### src/rtl/instr_load_pkg.sv
// Shared types and defaults for the run-time instruction image loader.
package instr_load_pkg;

    typedef enum logic [2:0] {
        ST_IDLE,
        ST_LOAD,
        ST_FILL,
        ST_DONE,
        ST_ERR
    } load_state_t;

    localparam int          MEM_SIZE_DEFAULT  = 1024;
    localparam int          DEPTH_DEFAULT     = MEM_SIZE_DEFAULT / 4;
    localparam int          PTR_W_DEFAULT     = $clog2(DEPTH_DEFAULT) + 1;
    localparam logic [31:0] FILL_WORD_DEFAULT = 32'h0000_0000;

    // Word index to word-aligned byte address.
    function automatic logic [63:0] word_to_byte_addr(input logic [63:0] word_idx);
        return word_idx << 2;
    endfunction

endpackage

### src/rtl/instr_loader.sv
// Streams an instruction image into the writable instruction RAM, pads the
// remainder with FILL_WORD and keeps the CPU held until the last write commits.
module instr_loader
    import instr_load_pkg::*;
#(
    parameter int          MEM_SIZE  = MEM_SIZE_DEFAULT,
    parameter logic [31:0] FILL_WORD = FILL_WORD_DEFAULT
)(
    input  logic                         clk,
    input  logic                         reset_n,
    input  logic                         start,
    input  logic                         in_valid,
    input  logic [31:0]                  in_data,
    input  logic                         in_last,
    output logic                         in_ready,
    output logic                         wr_en,
    output logic [63:0]                  wr_addr,
    output logic [31:0]                  wr_data,
    output logic                         cpu_hold,
    output logic                         done,
    output logic                         error,
    output logic [$clog2(MEM_SIZE/4):0]  word_count,
    output logic [31:0]                  checksum
);

    localparam int               DEPTH   = MEM_SIZE / 4;
    localparam int               PTR_W   = $clog2(DEPTH) + 1;
    localparam logic [PTR_W-1:0] DEPTH_C = PTR_W'(DEPTH);
    localparam logic [PTR_W-1:0] LAST_C  = PTR_W'(DEPTH - 1);

    load_state_t      state;
    logic [PTR_W-1:0] ptr;

    // Loader FSM with registered outputs. done/cpu_hold change one edge after
    // entering DONE, i.e. at the edge that commits the final RAM write.
    always_ff @(posedge clk) begin
        if (!reset_n) begin
            state      <= ST_IDLE;
            ptr        <= '0;
            in_ready   <= 1'b0;
            wr_en      <= 1'b0;
            wr_addr    <= '0;
            wr_data    <= '0;
            cpu_hold   <= 1'b1;
            done       <= 1'b0;
            error      <= 1'b0;
            word_count <= '0;
            checksum   <= '0;
        end else begin
            wr_en <= 1'b0;
            unique case (state)
                ST_IDLE, ST_DONE, ST_ERR: begin
                    if (state == ST_DONE) begin
                        done     <= 1'b1;
                        cpu_hold <= 1'b0;
                    end
                    if (start) begin
                        state      <= ST_LOAD;
                        ptr        <= '0;
                        word_count <= '0;
                        checksum   <= '0;
                        done       <= 1'b0;
                        error      <= 1'b0;
                        cpu_hold   <= 1'b1;
                        in_ready   <= 1'b1;
                    end
                end
                ST_LOAD: begin
                    if (in_valid && in_ready) begin
                        if (ptr == DEPTH_C) begin
                            state    <= ST_ERR;
                            error    <= 1'b1;
                            in_ready <= 1'b0;
                        end else begin
                            wr_en      <= 1'b1;
                            wr_addr    <= word_to_byte_addr(64'(ptr));
                            wr_data    <= in_data;
                            ptr        <= ptr + 1'b1;
                            word_count <= word_count + 1'b1;
                            checksum   <= checksum + in_data;
                            if (in_last) begin
                                in_ready <= 1'b0;
                                state    <= (ptr == LAST_C) ? ST_DONE : ST_FILL;
                            end
                        end
                    end
                end
                ST_FILL: begin
                    wr_en   <= 1'b1;
                    wr_addr <= word_to_byte_addr(64'(ptr));
                    wr_data <= FILL_WORD;
                    ptr     <= ptr + 1'b1;
                    if (ptr == LAST_C) begin
                        state <= ST_DONE;
                    end
                end
                default: begin
                    state <= ST_IDLE;
                end
            endcase
        end
    end

endmodule
### config.mk
export PLATFORM = sky130hd
export DESIGN_NAME = instr_loader
export DESIGN_NICKNAME = d
export VERILOG_FILES = /design/src/rtl/instr_load_pkg.sv /design/src/rtl/instr_loader.sv
export SDC_FILE = /design/constraint.sdc
export NUM_CORES = 1
export LEC_CHECK = 0
export ABC_AREA = 1
export ABC_CLOCK_PERIOD_IN_PS = 1900
export CAP_MARGIN = 20
export CORE_ASPECT_RATIO = 1.5
export CORE_MARGIN = 2
export CORE_UTILIZATION = 45
export DETAILED_ROUTE_END_ITERATION = 7
export PLACE_DENSITY = 0.78
export SLEW_MARGIN = 40
export SYNTH_ARGS = -nofsm -noshare
export SYNTH_HDL_FRONTEND = slang
export SYNTH_SLANG_ARGS = --single-unit
### constraint.sdc
create_clock -name clk -period 1.9 [get_ports clk]
set_input_delay 0.475 -clock clk [delete_from_list [all_inputs] [get_ports clk]]
set_output_delay 0.475 -clock clk [all_outputs]
set_load 0.03 [all_outputs]
# --- Word-level counts from Yosys, hierarchy flattened ---
# Cells that the tools add are included.
op_classes:
  n_eq_ne: 12
  addsub: 3
  reduce_logical: 14
  muxes: 40
op_table:
  columns: ["cell", "count"]
  rows:
  - ["$mux W32", 5]
  - ["$mux W64", 2]
  - ["$pmux W32 S2", 2]
  - ["$pmux W64 S2", 1]
  - ["$mux W9", 5]
  - ["$add A32 B32 Y32", 1]
  - ["$pmux W9 S3", 1]
  - ["$reduce_and A4 Y1", 5]
  - ["$add A9 B1 Y9 const B", 2]
  - ["$pmux W9 S2", 1]
  - ["$mux W3", 5]
  - ["$mux W1", 14]
  - ["$ne A2 B2 Y1 const B", 5]
  - ["$eq A9 B8 Y1 const B", 1]
  - ["$eq A9 B9 Y1 const B", 1]
  - ["$pmux W3 S3", 1]
  - ["$eq A3 B2 Y1 const B", 2]
  - ["$pmux W1 S2", 3]
  - ["$reduce_bool A2 Y1", 3]
  - ["$eq A3 B1 Y1 const B", 1]
  - ["$eq A3 B3 Y1 const B", 1]
  - ["$logic_not A3 Y1", 1]
  - ["$ne A3 B3 Y1 const B", 1]
  - ["$reduce_and A3 Y1", 1]
  - ["other kinds (4)", 4]
totals:
  inputBits: 37
  elab_cells: 80
  regBits: 154
  output_inout_bits: 142

# --- Depth between registers and ports, before layout ---
# Gate-level depths: netlist of the first run.
logic_depth:
  word_depth: 6
  depth_mapped: 14
  mapped_depth_nobuf: 14

# --- Worst setup path after synthesis of the first run ---
# Ideal clock, no wire load.
synth_timing:
  path_type: "reg-to-reg"
  start: "reg checksum[0]"
  end: "reg checksum[28]"
  arrival_ps: 1915
  n_path_buf: 0
  path_slack_ps: -147
  required_ps: 1768
  path_stages_with_launch: 14
  setup_time_ps: 132
  path_cell_list: "dfxtp_1 > ha_1 > inv_1 > fa_1 > inv_1 > nand3_1 > nand3_1 > nand3_1 > nand3_1 > nand2_1 > nand2_1 > nand2_1 > nand3_1 > a21oi_1"
synth_via:
  elab_chain_len: 4
synth_lines:
  columns: ["item", "line", "source"]
  rows:
  - ["from (decl)", "instr_loader.sv:23", "output logic [31:0] checksum"]
  - ["from (signal assigned)", "instr_loader.sv:80", "checksum <= checksum + in_data;"]
  - ["$add A32 B32 Y32", "instr_loader.sv:80", null]
  - ["$mux W32", "instr_loader.sv:70", "if (ptr == DEPTH_C) begin"]
  - ["$mux W32", "instr_loader.sv:69", "if (in_valid && in_ready) begin"]
  - ["$pmux W32 S2", "instr_loader.sv:51", "unique case (state)"]
# No other way between the ends. The select of a mux whose other input is x is not followed.
# A chain may end at the register's enable or synchronous reset.

# --- Worst setup path after layout of the first run ---
layout_timing:
  start: "reg checksum[0]"
  end: "out checksum[0]"
# No word-level cell between the ends.

==> flow_summary.ini, run 1 <==
[worst_setup_path]
cp_slowest_cell = clkdlybuf4s50_1
path_depth = 1
crit_path_max_fanout = 3
critPathKind = flip-flop to primary output
arrival_ns = 1.41
worstPathCellList = clkdlybuf4s50_1
required_ns = 1.42
endpoint_kind = primary output
crit_buf_inv = 1
cpLargestDelayFamily = buffers and inverters
worstSetupStartpointType = flip-flop
max_stage_delay_ns = 0.69
ff2ff_path_depth = 13

[final_layout]
final_layout_size_suffix_gt1_share_pct = 17.2
mostFrequentLayoutCells = nand2_1 (349), inv_1 (132), a21oi_1 (107), dfxtp_1 (94), buf_4 (68)
final_common_cell = nand2_1
syn_to_final_growth_pct = 41.3
final_nets = 1320
fin_util_pct = 64.7
fin_area_um2 = 9390
ff_latch_area_um2 = 1990
multi_input_area_um2 = 4340
fill_cells = 1278
n_antenna_cell = 0

[die]
core-area_um2 = 14500
die-area_um2 = 15800
rows = 54
die_y_um = 153
start_util_pct = 45.8
dieWidth_um = 103
ios = 179

[cts]
cts_buffers = 9
cts.sinks = 99
cts-root-buf = clkbuf_16
clk_pin_slew_ns = 0.08
cts_tree = built
cts_buffer_depth = 2
clock_latency_ns = 0.35
hold_buffers = 0
cts-htree-levels = 3

[sta]
finalHoldViolCount = 0
fin_crit_sh_pct = 99.4
slew_violations = 0
fmax_ghz = 0.530
fin_skew_ns = 0.00996
setup_violations = 0
fin_ws_ns = 0.0123
period_minus_slack_ns = 1.89
rsz0062_at_grt = yes

[pwr]
p_per_area_nw_per_um2 = 851
leakage_nw = 4.64
peakVddDrop_mv = 0.801

[logic_synthesis]
synthFlopType = dfxtp_1
yosysWarnings = 0
ys_seq_area_share_pct = 29.8
syn_inst = 1058
async_flop_share_pct = 0
syn_area_per_cell_um2 = 6.29
ys_seq_elements = 99
ys_types = 38
synth_edf_count = 0
syn_area_um2 = 6650

[route]
ant_nets = 0
via_count = 7098
drtIter0Drc = 354
via_per_inst = 4.90
wl_per_cell_um = 14.0
dr.pass1.iters = 5
routed_wl_mm = 20.2
drc_errors = 0

[global_route]
grt_usage_pct = 24.1
grt_pass1_vias = 6549
grt_max_degree = 42
grt-ovfl-total = 0
antenna_found_initial = 0
grt_pass1_wl_mm = 30.5

[hold_path]
hp-class = primary input to flip-flop
hold_path_depth = 3

[placement]
dp_slack_ns = -0.651
dp_hpwl_mm = 14.3
gp_congestion = 0.941
place_area_um2 = 8390
port-buffer-count = 123

[job]
cap_violations = 0

[run_status]
status = complete, no violations
==> synthesized netlist by cell type (5+ instances only) <==
| cell | count | area share, % |
|---|---|---|
| buf_6 | 5 | 0.85 |
| dfxtp_1 | 99 | 30 |
| a21oi_1 | 118 | 8.9 |
| nor2_1 | 74 | 4.2 |
| buf_2 | 7 | 0.53 |
| nand2_1 | 368 | 21 |
| ha_1 | 35 | 6.6 |
| clkbuf_1 | 9 | 0.51 |
| inv_1 | 138 | 7.8 |
| nand3b_1 | 5 | 0.56 |
| nand3_1 | 54 | 4.1 |
| xor2_1 | 6 | 0.79 |
| buf_4 | 58 | 6.5 |
| o21ai_0 | 25 | 1.9 |
| nor3_1 | 12 | 0.90 |
| nand4_1 | 8 | 0.75 |
==> final timing paths <==
check / slack, ns / startpoint / endpoint
worst min register to register: 0.46 / wr_data[6] / wr_data[6]
worst max register to register: 0.10 / checksum[14] / checksum[28]
worst max-delay path: 0.01 / checksum[0] / checksum[0]
worst min-delay path: 0.45 / in_data[21] / wr_data[21]
==> logic make-up after synthesis <==
kind of cell,synth area share (%)
and+or+nand+nor,32.9
other,0.0564
AOI/OAI and AO/OA,12.5
adders and majority gates,6.89
DFF,29.8
buffers and inverters,16.7
xor gates and xnor gates,1.19
==> repair_timing <==
action,CTS,global route
resized for setup,100,88
setup endpoints to repair,53,84
cloned,0,4
setup buffers,0,3
pin swaps,6,8
endpoints found under the hold margin,0,0
==> final cells by class <==
cell class | count | area share [%]
clock buffer | 9 | 2.40
clock inverter | 7 | 0.932
inverter | 145 | 5.93
multi-input combinational | 789 | 46.2
sequential | 99 | 21.2
tap | 196 | 2.61
timing repair buffer | 203 | 20.8
==> per-stage QoR <==
step / hold slack (ns) / TNS [ns] / instances / power [W]
after CTS: 0.465 / -0.0828 / 1441 / 0.00763
after global routing: 0.469 / -0.218 / 1448 / 0.00842
final: 0.453 / 0 / 1448 / 0.00800
after floorplan: 0.457 / 0 / 1112 / 0.00457
after detailed placement: 0.451 / -17.18 / 1425 / 0.00558
after global placement: 0.447 / -16.39 / 1425 / 0.00555
==> sequential cells by signal, summed over array words and instances (netlist names) <==
register	cells
wr_addr	9
error	1
done	1
wr_en	1
word_count	9
checksum	32
ptr	9
wr_data	32
in_ready	1
state	3
cpu_hold	1
==> metal layers <==
metal / vias to the layer above / routed length [µm] / GRT usage [%]
li1: 3597 / - / -
met1: 3185 / 7760 / 26.6
met2: 261 / 10400 / 43.3
met3: 55 / 1150 / 3.70
met4: 0 / 921 / 12.2
met5: - / 0 / 0
==> power by group <==
part	leakage (nW)	internal (W)	switching, W
clock	0.155	0.00106	0.000922
combinational	3.68	0.00139	0.00223
sequential	0.803	0.00226	0.000137
Note: power is estimated with default switching activity, not from simulation.
==> run 2, diff against run 1 <==
--- a/config.mk
+++ b/config.mk
@@ -8,12 +8,12 @@
 export ABC_AREA = 1
 export ABC_CLOCK_PERIOD_IN_PS = 1900
 export CAP_MARGIN = 20
-export CORE_ASPECT_RATIO = 1.5
+export CORE_ASPECT_RATIO = 1.25
 export CORE_MARGIN = 2
 export CORE_UTILIZATION = 45
 export DETAILED_ROUTE_END_ITERATION = 7
 export PLACE_DENSITY = 0.78
-export SLEW_MARGIN = 40
+export SLEW_MARGIN = 20
 export SYNTH_ARGS = -nofsm -noshare
 export SYNTH_HDL_FRONTEND = slang
 export SYNTH_SLANG_ARGS = --single-unit
==> run 2 against run 1 <==
  * Fmax increased by 1.2%
  * Clock skew decreased by 0.0035 ns
  * Non-clock buffer count increased by 17
  * Critical path type unchanged
  * Worst setup slack improved by 0.022 ns
  * Register-to-register slack got worse by 0.02 ns
  * Critical endpoint is now cpu_hold
  * Sequential share of layout area decreased by 0.31 points
==> flow_summary.ini, run 2 (synthesized netlist as in run 1, its figures left out) <==
[global_route]
grt_usage_pct = 23.4
grt-ovfl-total = 0
grt_pass1_wl_mm = 30.0
grt_max_degree = 52
antenna_found_initial = 0
grt_pass1_vias = 6365

[worst_setup_path]
crit_buf_inv = 1
cpLargestDelayFamily = buffers and inverters
endpoint_kind = primary output
worstSetupStartpointType = flip-flop
critPathKind = flip-flop to primary output
required_ns = 1.42
cp_slowest_cell = clkdlybuf4s50_1
crit_path_max_fanout = 2
worstPathCellList = clkdlybuf4s50_1
arrival_ns = 1.39
max_stage_delay_ns = 0.68

[route]
wl_met1_mm = 8.02
wl_per_cell_um = 13.7
via_per_inst = 4.97
dr_wl_met2_mm = 9.86
routed_wl_mm = 19.9
top_layer = met4
dr.pass1.iters = 7
drtIter0Drc = 361
wl_met3_mm = 1.31
ant_nets = 0
via_count = 7191
drc_errors = 0

[die]
start_util_pct = 46.2
dieWidth_um = 113
rows = 49
die-area_um2 = 15800
die_y_um = 140
core-area_um2 = 14400
ios = 179

[final_layout]
final_nets = 1337
fin_util_pct = 66.3
syn_to_final_growth_pct = 43.6
final_layout_size_suffix_gt1_share_pct = 18.7
fin_area_um2 = 9550
final_common_cell = nand2_1
mostFrequentLayoutCells = nand2_1 (349), inv_1 (133), a21oi_1 (108), dfxtp_1 (94), buf_4 (87)
top_regs = checksum (32), wr_data (32)

[sta]
period_minus_slack_ns = 1.87
fin_crit_sh_pct = 98.2
slew_violations = 0
fin_setup_tns_ns = 0
rsz0062_at_grt = yes
fin_skew_ns = 0.00643
setup_violations = 0
finalHoldViolCount = 0
fmax_ghz = 0.536

[cts]
cts_tree = built
cts.sinks = 99
cts-root-buf = clkbuf_16
cts-htree-levels = 3
clk_pin_slew_ns = 0.07
clock_latency_ns = 0.36
hold_buffers = 0
cts_buffer_depth = 2
cts_buffers = 9

[placement]
gp_congestion = 0.997
dp_hpwl_mm = 14.1
port-buffer-count = 123
place_area_um2 = 8440

[pwr]
p_per_area_nw_per_um2 = 833
leakage_nw = 4.84
peakVddDrop_mv = 0.681

[run_status]
status = complete, no violations

[hold_path]
hp-class = primary input to flip-flop

[job]
cap_violations = 0
run 2: final cells by class:
type                            count  area, µm²
Clock buffer                       10        239
Inverter                          145        552
Multi-Input combinational cell    789       4370
Clock inverter                      6       76.3
Sequential cell                    99       1990
Timing Repair Buffer              220       2100
Tap cell                          178        223
Antenna cell                        1       2.50
Fill cell                        1199       4860
run 2: power breakdown:
group / switching [W] / internal (W) / total, W
combinational: 0.00216 / 0.00141 / 0.00358
clock: 0.000893 / 0.00108 / 0.00198
sequential: 0.000135 / 0.00226 / 0.00240
run 2: timing repair:
item / 4_1_cts / 5_1_grt
gates resized for setup: 87 / 103
endpoints found under the setup margin: 60 / 76
buffers inserted: 0 / 13
gates cloned: 0 / 3
pin swaps: 3 / 15
run 2: worst paths after layout:
kind	to	slack, ns	from	cells past startpoint
min	wr_data[20]	0.44	in_data[20]	3
max reg2reg	checksum[24]	0.08	checksum[0]	12
max	cpu_hold	0.03	cpu_hold	1
min reg2reg	wr_data[12]	0.46	wr_data[12]	2
run 2: metal layers:
metal,track usage (%),up-vias
met2,40.6,282
li1,-,3640
met5,0,-
met4,9.69,0
met3,4.76,44
met1,27.9,3225
run 2: metrics by stage:
step / worst slack (ns) / total power (W) / instances / hold slack [ns]
2_1_floorplan: 0.0151 / 0.00457 / 1112 / 0.457
3_3_place_gp: -0.628 / 0.00562 / 1415 / 0.445
3_5_place_dp: -0.656 / 0.00565 / 1415 / 0.450
4_1_cts: -0.0443 / 0.00767 / 1431 / 0.461
5_1_grt: -0.0507 / 0.00839 / 1447 / 0.456
6_report: 0.0342 / 0.00795 / 1448 / 0.443
